$ cat config.mk
export PLATFORM = sky130hd
export DESIGN_NAME = seq_alu
export DESIGN_NICKNAME = d
export VERILOG_FILES = /design/src/rtl/seq_alu.sv
export SDC_FILE = /design/constraint.sdc
export NUM_CORES = 1
export LEC_CHECK = 0
export ABC_CLOCK_PERIOD_IN_PS = 4590
export BUFFER_PORTS_ARGS = -buffer_cell sky130_fd_sc_hd__buf_2
export CORE_UTILIZATION = 40
export CTS_BUF_LIST = sky130_fd_sc_hd__clkbuf_8
export DETAILED_ROUTE_END_ITERATION = 16
export PLACE_DENSITY_LB_ADDON = 0.08
export RECOVER_POWER = 50
export SYNTH_ARGS = -nofsm -noshare
export SYNTH_HDL_FRONTEND = slang
export SYNTH_SLANG_ARGS = --single-unit
$ cat constraint.sdc
create_clock -name clk -period 4.59 [get_ports clk]
set_input_delay 0.459 -clock clk [delete_from_list [all_inputs] [get_ports clk]]
set_output_delay 0.459 -clock clk [all_outputs]
set_load 0.1 [all_outputs]
$ cat src/rtl/seq_alu.sv
// Sequential ALU: single-cycle add/sub, iterative shift-add multiply
// and restoring divide, with a two-state IDLE/RUN controller.
module seq_alu #(
  parameter int WIDTH = 16
) (
  input  logic               clk,
  input  logic               rst_n,
  input  logic               start,
  input  logic [1:0]         op,
  input  logic [WIDTH-1:0]   a,
  input  logic [WIDTH-1:0]   b,
  input  logic               cin,
  output logic               busy,
  output logic               done,
  output logic [2*WIDTH-1:0] result,
  output logic               cout,
  output logic               zero,
  output logic               dz
);

  typedef enum logic {IDLE, RUN} state_t;

  localparam int CW = $clog2(WIDTH + 1);
  localparam logic [1:0] OP_ADD = 2'b00;
  localparam logic [1:0] OP_SUB = 2'b01;
  localparam logic [1:0] OP_MUL = 2'b10;
  localparam logic [1:0] OP_DIV = 2'b11;

  state_t             state_q, state_d;
  logic [1:0]         op_q, op_d;
  logic [WIDTH-1:0]   a_q, a_d;
  logic [WIDTH-1:0]   b_q, b_d;
  logic               cin_q, cin_d;
  logic [CW-1:0]      cnt_q, cnt_d;
  logic [2*WIDTH-1:0] acc_q, acc_d;
  logic [2*WIDTH-1:0] result_q, result_d;
  logic               cout_q, cout_d;
  logic               zero_q, zero_d;
  logic               dz_q, dz_d;
  logic               done_q, done_d;

  logic               fin;
  logic [2*WIDTH-1:0] res_n;
  logic               cout_n;
  logic               dz_n;
  logic               last;

  logic [WIDTH:0] sum_w;
  logic [WIDTH:0] dif_w;
  logic [WIDTH:0] mac_w;
  logic [WIDTH:0] sh_w;
  logic [WIDTH:0] trial_w;

  assign sum_w = {1'b0, a_q} + {1'b0, b_q} + {{WIDTH{1'b0}}, cin_q};
  assign dif_w = {1'b0, a_q} - {1'b0, b_q};
  // Multiply: acc = {partial high, remaining multiplier bits}
  assign mac_w = {1'b0, acc_q[2*WIDTH-1:WIDTH]}
               + (acc_q[0] ? {1'b0, a_q} : {(WIDTH+1){1'b0}});
  // Divide: acc = {remainder, dividend/quotient}
  assign sh_w    = {acc_q[2*WIDTH-1:WIDTH], acc_q[WIDTH-1]};
  assign trial_w = sh_w - {1'b0, b_q};
  assign last    = (cnt_q == CW'(WIDTH - 1));

  always_comb begin
    state_d  = state_q;
    op_d     = op_q;
    a_d      = a_q;
    b_d      = b_q;
    cin_d    = cin_q;
    cnt_d    = cnt_q;
    acc_d    = acc_q;
    result_d = result_q;
    cout_d   = cout_q;
    zero_d   = zero_q;
    dz_d     = dz_q;
    done_d   = 1'b0;
    fin      = 1'b0;
    res_n    = '0;
    cout_n   = 1'b0;
    dz_n     = 1'b0;
    unique case (state_q)
      IDLE: begin
        if (start) begin
          state_d = RUN;
          op_d    = op;
          a_d     = a;
          b_d     = b;
          cin_d   = cin;
          cnt_d   = '0;
          acc_d   = (op == OP_MUL) ? {{WIDTH{1'b0}}, b}
                                   : {{WIDTH{1'b0}}, a};
        end
      end
      RUN: begin
        unique case (op_q)
          OP_ADD: begin
            fin    = 1'b1;
            res_n  = {{(WIDTH-1){1'b0}}, sum_w};
            cout_n = sum_w[WIDTH];
          end
          OP_SUB: begin
            fin    = 1'b1;
            res_n  = {{WIDTH{1'b0}}, dif_w[WIDTH-1:0]};
            cout_n = dif_w[WIDTH];
          end
          OP_MUL: begin
            acc_d = {mac_w, acc_q[WIDTH-1:1]};
            cnt_d = cnt_q + 1'b1;
            fin   = last;
            res_n = acc_d;
          end
          OP_DIV: begin
            if (b_q == '0) begin
              fin   = 1'b1;
              res_n = {a_q, {WIDTH{1'b1}}};
              dz_n  = 1'b1;
            end else begin
              if (!trial_w[WIDTH])
                acc_d = {trial_w[WIDTH-1:0], acc_q[WIDTH-2:0], 1'b1};
              else
                acc_d = {sh_w[WIDTH-1:0], acc_q[WIDTH-2:0], 1'b0};
              cnt_d = cnt_q + 1'b1;
              fin   = last;
              res_n = acc_d;
            end
          end
        endcase
        if (fin) begin
          state_d  = IDLE;
          done_d   = 1'b1;
          result_d = res_n;
          cout_d   = cout_n;
          dz_d     = dz_n;
          zero_d   = (res_n == '0);
        end
      end
    endcase
  end

  always_ff @(posedge clk or negedge rst_n) begin
    if (!rst_n) begin
      state_q  <= IDLE;
      op_q     <= '0;
      a_q      <= '0;
      b_q      <= '0;
      cin_q    <= 1'b0;
      cnt_q    <= '0;
      acc_q    <= '0;
      result_q <= '0;
      cout_q   <= 1'b0;
      zero_q   <= 1'b0;
      dz_q     <= 1'b0;
      done_q   <= 1'b0;
    end else begin
      state_q  <= state_d;
      op_q     <= op_d;
      a_q      <= a_d;
      b_q      <= b_d;
      cin_q    <= cin_d;
      cnt_q    <= cnt_d;
      acc_q    <= acc_d;
      result_q <= result_d;
      cout_q   <= cout_d;
      zero_q   <= zero_d;
      dz_q     <= dz_d;
      done_q   <= done_d;
    end
  end

  assign busy   = (state_q == RUN);
  assign done   = done_q;
  assign result = result_q;
  assign cout   = cout_q;
  assign zero   = zero_q;
  assign dz     = dz_q;

endmodule

After elaboration in Yosys (flattened, before gate mapping)
Index checks and enable logic that the tools add are counted.

Output and inout port bits: 37. Flip-flop bits (word level): 109. Memories kept: 0. ROM bits: 0. Bits in writable memories: 0. Logic and storage cells: 59. Bits in latches: 0.

Reductions and logical operators: 7. Div/mod/pow operators: 0. Multiply operators: 0. Shift operators: 0. Add/subtract/negate cells: 6. $lt $le $gt $ge: 0. Muxes and demuxes: 25. Bitwise operators: 1. Equality and inequality tests: 8.

Operators by type and width (number): $mux 32 (5); $pmux 32 s2 (2); $pmux 32 s4 (1); $add 16x16->17 (2); $logic_not 32->1 (1); $mux 16 (2); $pmux 5 s2 (2); $add 17x1->17 (1); $sub 16x16->17 (1); $sub 17x16->17 (1); $logic_not 16->1 (1); $mux 5 (2); $mux 1 (8); $eq 2x2->1 const B (3); $add 5x1->5 const B (1); $eq 5x4->1 const B (1); $pmux 1 s2 (2); $reduce_and 2->1 (2); $ne 3x1->1 const B (1); $ne 3x3->1 const B (1); $pmux 1 s3 (1); $reduce_and 3->1 (1); $eq 2x1->1 const B (1); $logic_not 2->1 (1); 3 further kinds (3).

Longest topological paths before layout
Depth after elaboration: 6. Depth in mapped cells: 16.

Worst setup path before layout
No wires, ideal clock.

Path type: register -> register. Start: reg acc_q[0]. End: reg zero_q (netlist: zero). Path slack: 1.061 ns. Period minus slack after synthesis: 3.529 ns. Cell stages (with the launch flop): 17. Setup time: 0.076 ns. Arrival: 3.453 ns. Cells stage by stage: dfrtp_1 -> clkbuf_1 -> and2_1 -> ha_1 -> inv_1 -> fa_1 -> nor2b_1 -> o31a_1 -> o21ai_1 -> nand2b_1 -> xnor2_1 -> a311oi_1 -> or3b_2 -> nor4_1 -> nand4_1 -> or4b_1 -> o21ai_1.

Cells in the longest elaborated chain, start to end: 5. Elaborated cells on any way between the ends: 7.

RTL lines: start: declaration (line 35) `logic [2*WIDTH-1:0] acc_q, acc_d;`; start signal: assignment (line 148) `acc_q <= '0;`; start signal: assignment (line 161) `acc_q <= acc_d;`; $mux 16 or $mux 32 (tied branches) (line 58, 118); $add 16x16->17 or $mux 32 (tied branches) (line 58, 113); $pmux 32 s4 (*) (line 95) `unique case (op_q)`; $mux 32 (*) (line 81) `unique case (state_q)`; $logic_not 32->1 (*) (line 134) `zero_d = (res_n == '0);`; end signal: assignment (line 164) `zero_q <= zero_d;`; end: declaration (line 38) `logic zero_q, zero_d;`.

Every way passes the cells marked *; elsewhere a longest branch is shown, timed or not. The select of a mux whose other input is x is not followed. A chain may end at the register's enable or synchronous reset.

Worst setup path after layout
Ends and elaborated chain as after synthesis.

==> impl_metrics.ini <==
[setup_path]
cpLargestDelayFamily = simple AND/OR/NAND/NOR gates
rr_startpoint = acc_q[0]
r2r_cells = 15
timing.rr.end = zero
path_cells = and2_1 -> ha_1 -> inv_1 -> fa_1 -> nor2b_1 -> o31a_1 -> o21ai_1 -> nand2b_1 -> xnor2_1 -> a311oi_1 -> or3b_2 -> nor4_1 -> nand4_1 -> or4b_1 -> o21ai_1
crit_path_end_kind = register
crit_arrival_ps = 4500
critPathLaunchType = register
cpPeakStageDelay_ps = 800
path_class = register to register
crit_fanout = 19
ff2ff_setup_slack_ps = 430
cpMaxStageDelayCell = dfrtp_1
cp.required_ps = 4930
critical_path_buf_inv_count = 1
crit_top_cell = o21ai_1

[logic_synthesis]
synth_seq_cells = 109
synth-async-reset-ratio_pct = 100
synth.distinct_cells = 79
synth_cells = 1127
syn_area_per_cell_um2 = 7.89
yosysWarnings = 0
yosys.area.top_type = dfrtp_1
synth.area.top_cells = dfrtp_1 (31%), ha_1 (9.1%), nand2_1 (7.8%), o21ai_0 (6.7%), nor2_1 (4.3%)
synth_fp_nets = 1235
ys_dominant_reg_cell = dfrtp_1
ys_seq_area_share_pct = 30.7
synth.top_cell.area_share_pct = 30.7
synthesis.area_um2 = 8900
synth_edf_count = 0

[timing]
tightest_slew_ps = 2930
drv_slew = 110
max_freq_mhz = 241
rsz0062_at_grt = false
fin_crit_sh_pct = 90.6
skew_ps = 14.8
holdWs_ps = 244
post-route-min-period_ps = 4160
slew_headroom_pct = -95.0
tns_ps = 0
finalSetupViolCount = 0
hold_viol = 0

[final_layout]
diodes = 0
drive_gt1_share_pct = 11.6
fin_util_pct = 44.5
final_cell_mix = nand2_1 (184), o21ai_0 (119), dfrtp_1 (109)
syn2layout_area_growth_pct = 9.15
fin_cells = 1456
nFillCells = 2298
final_nets = 1279
final_common_cell = nand2_1

[routing]
drc = 0
via_count = 8635
drt_iter0_markers = 1006
wire_per_inst_um = 22.6
finalWirelength_um = 32900
ant_nets = 0
vias_per_cell = 5.93
first_pass_iters = 5

[placed_design]
dp_cells = 1440
routabilityCongestion = 0.954
place.port_buffers = 74
hpwl_um = 24900

[clock_network]
cts.path.max_buffers = 2
clock_sinks = 109
cts_setup_buffers = 0
cts_tree = done
clkTransAtPathRegs_ps = 130
cts_repair_resize_count = 0
ctsHoldBuffers = 0
root_buffer = clkbuf_8
h-tree-depth = 3
clkLatencyLatePin_ps = 410
cts_buffers = 9

[grt]
antenna_found_initial = 0
grt_util_met3_pct = 4.79
busiest_layer = met1
grt_util_met1_pct = 44.2
grt_max_degree = 110
grt-ovfl-total = 0
grt_first_pass_wirelength_um = 48900
first_global_vias = 7816
groute.layer.met2.usage_pct = 42.3
track_usage_pct = 29.4

[floorplanning]
rows = 54
die_w_um = 151
coreArea_um2 = 21800
die_h_um = 151
start_util_pct = 40.8
die_area_um2 = 22800
design.portCount = 75

[worst_hold_path]
holdCritStartpoint = a[6]
min_to = a_q[6]
hold_depth = 3
hold_path.class = primary input to register

[flow_run]
maxCapViolations = 1

[status]
outcome = finished with violations
violations = max-capacitance violations, max-slew violations
-- per-stage QoR --
step,cell area (um2),worst slack [ps]
6_report,9710,433
5_1_grt,9710,163
4_1_cts,9750,475
3_5_place_dp,9540,529
3_3_place_gp,9540,534
2_1_floorplan,8900,1060
-- worst max path at each step --
stage	startpoint	endpoint	slack, ps	cells after the start
2_1_floorplan	acc_q[0]	zero	1060	16
3_3_place_gp	acc_q[0]	zero	530	15
6_report	acc_q[0]	zero	430	15
4_1_cts	b_q[0]	zero	480	14
3_5_place_dp	acc_q[0]	zero	530	15
5_1_grt	acc_q[0]	zero	160	15
-- flip-flops by register name, indices dropped and copies added, names as in the netlist, 2 cells and up --
name	count
a_q	16
acc_q	32
b_q	16
cnt_q	5
op_q	2
result	32
-- Yosys cell counts (all sizes together), types with 5 or more instances --
master    n
a211o     5
a211oi   14
a21o      8
a21oi    66
a221oi    5
a22oi     8
a31oi     9
and2     17
and3      5
buf      17
clkbuf   46
dfrtp   109
fa        5
ha       65
inv      47
mux2     20
mux2i    20
nand2   184
nand2b    8
nand3    43
nand4     8
nor2    103
nor2b    12
nor3     17
nor4     11
o211a     5
o211ai   20
o21a      6
o21ai   127
o311ai    6
o31ai     9
or2       5
or3       7
xnor2    24
xor2     16
-- cell type report --
class / count / area, um2 / share of cell area, %
repair buffers: 96 / 513 / 5.28
inverters: 47 / 176 / 1.82
clock buffers: 10 / 138 / 1.42
flip-flops and latches: 109 / 2730 / 28.1
clock inverters: 6 / 67.6 / 0.696
multi-input cells: 908 / 5740 / 59.1
well taps: 280 / 350 / 3.61
-- routing by layer --
layer  routed length (um)  vias up
met5                    0        -
met4                  905        0
met3                 2600       38
met1                15800     4075
met2                13600      426
li1                     -     4096
-- logic make-up (layout without fill, tap and decap cells) --
logic type                 Yosys count  count (layout)  synth area share, %
AOI/OAI and AO/OA                  325             325                 23.0
xor gates and xnor gates            40              40                 3.94
and+or+nand+nor                    433             433                 22.3
DFF                                109             109                 30.7
adders and majority gates           70              70                 10.3
buffers and inverters              110             159                 4.98
muxes                               40              40                 4.82
-- worst register-to-register path: stages (launching register included) --
cell and delay, ps:
dfrtp_1 800, and2_1 240, ha_1 160, inv_1 60, fa_1 420, nor2b_1 190
o31a_1 210, o21ai_1 70, nand2b_1 80, xnor2_1 180, a311oi_1 130, or3b_2 470
nor4_1 320, nand4_1 130, or4b_1 490, o21ai_1 120
Power is not shown: default switching activity piles up to over one toggle a cycle in this logic, so the estimate is an artifact.
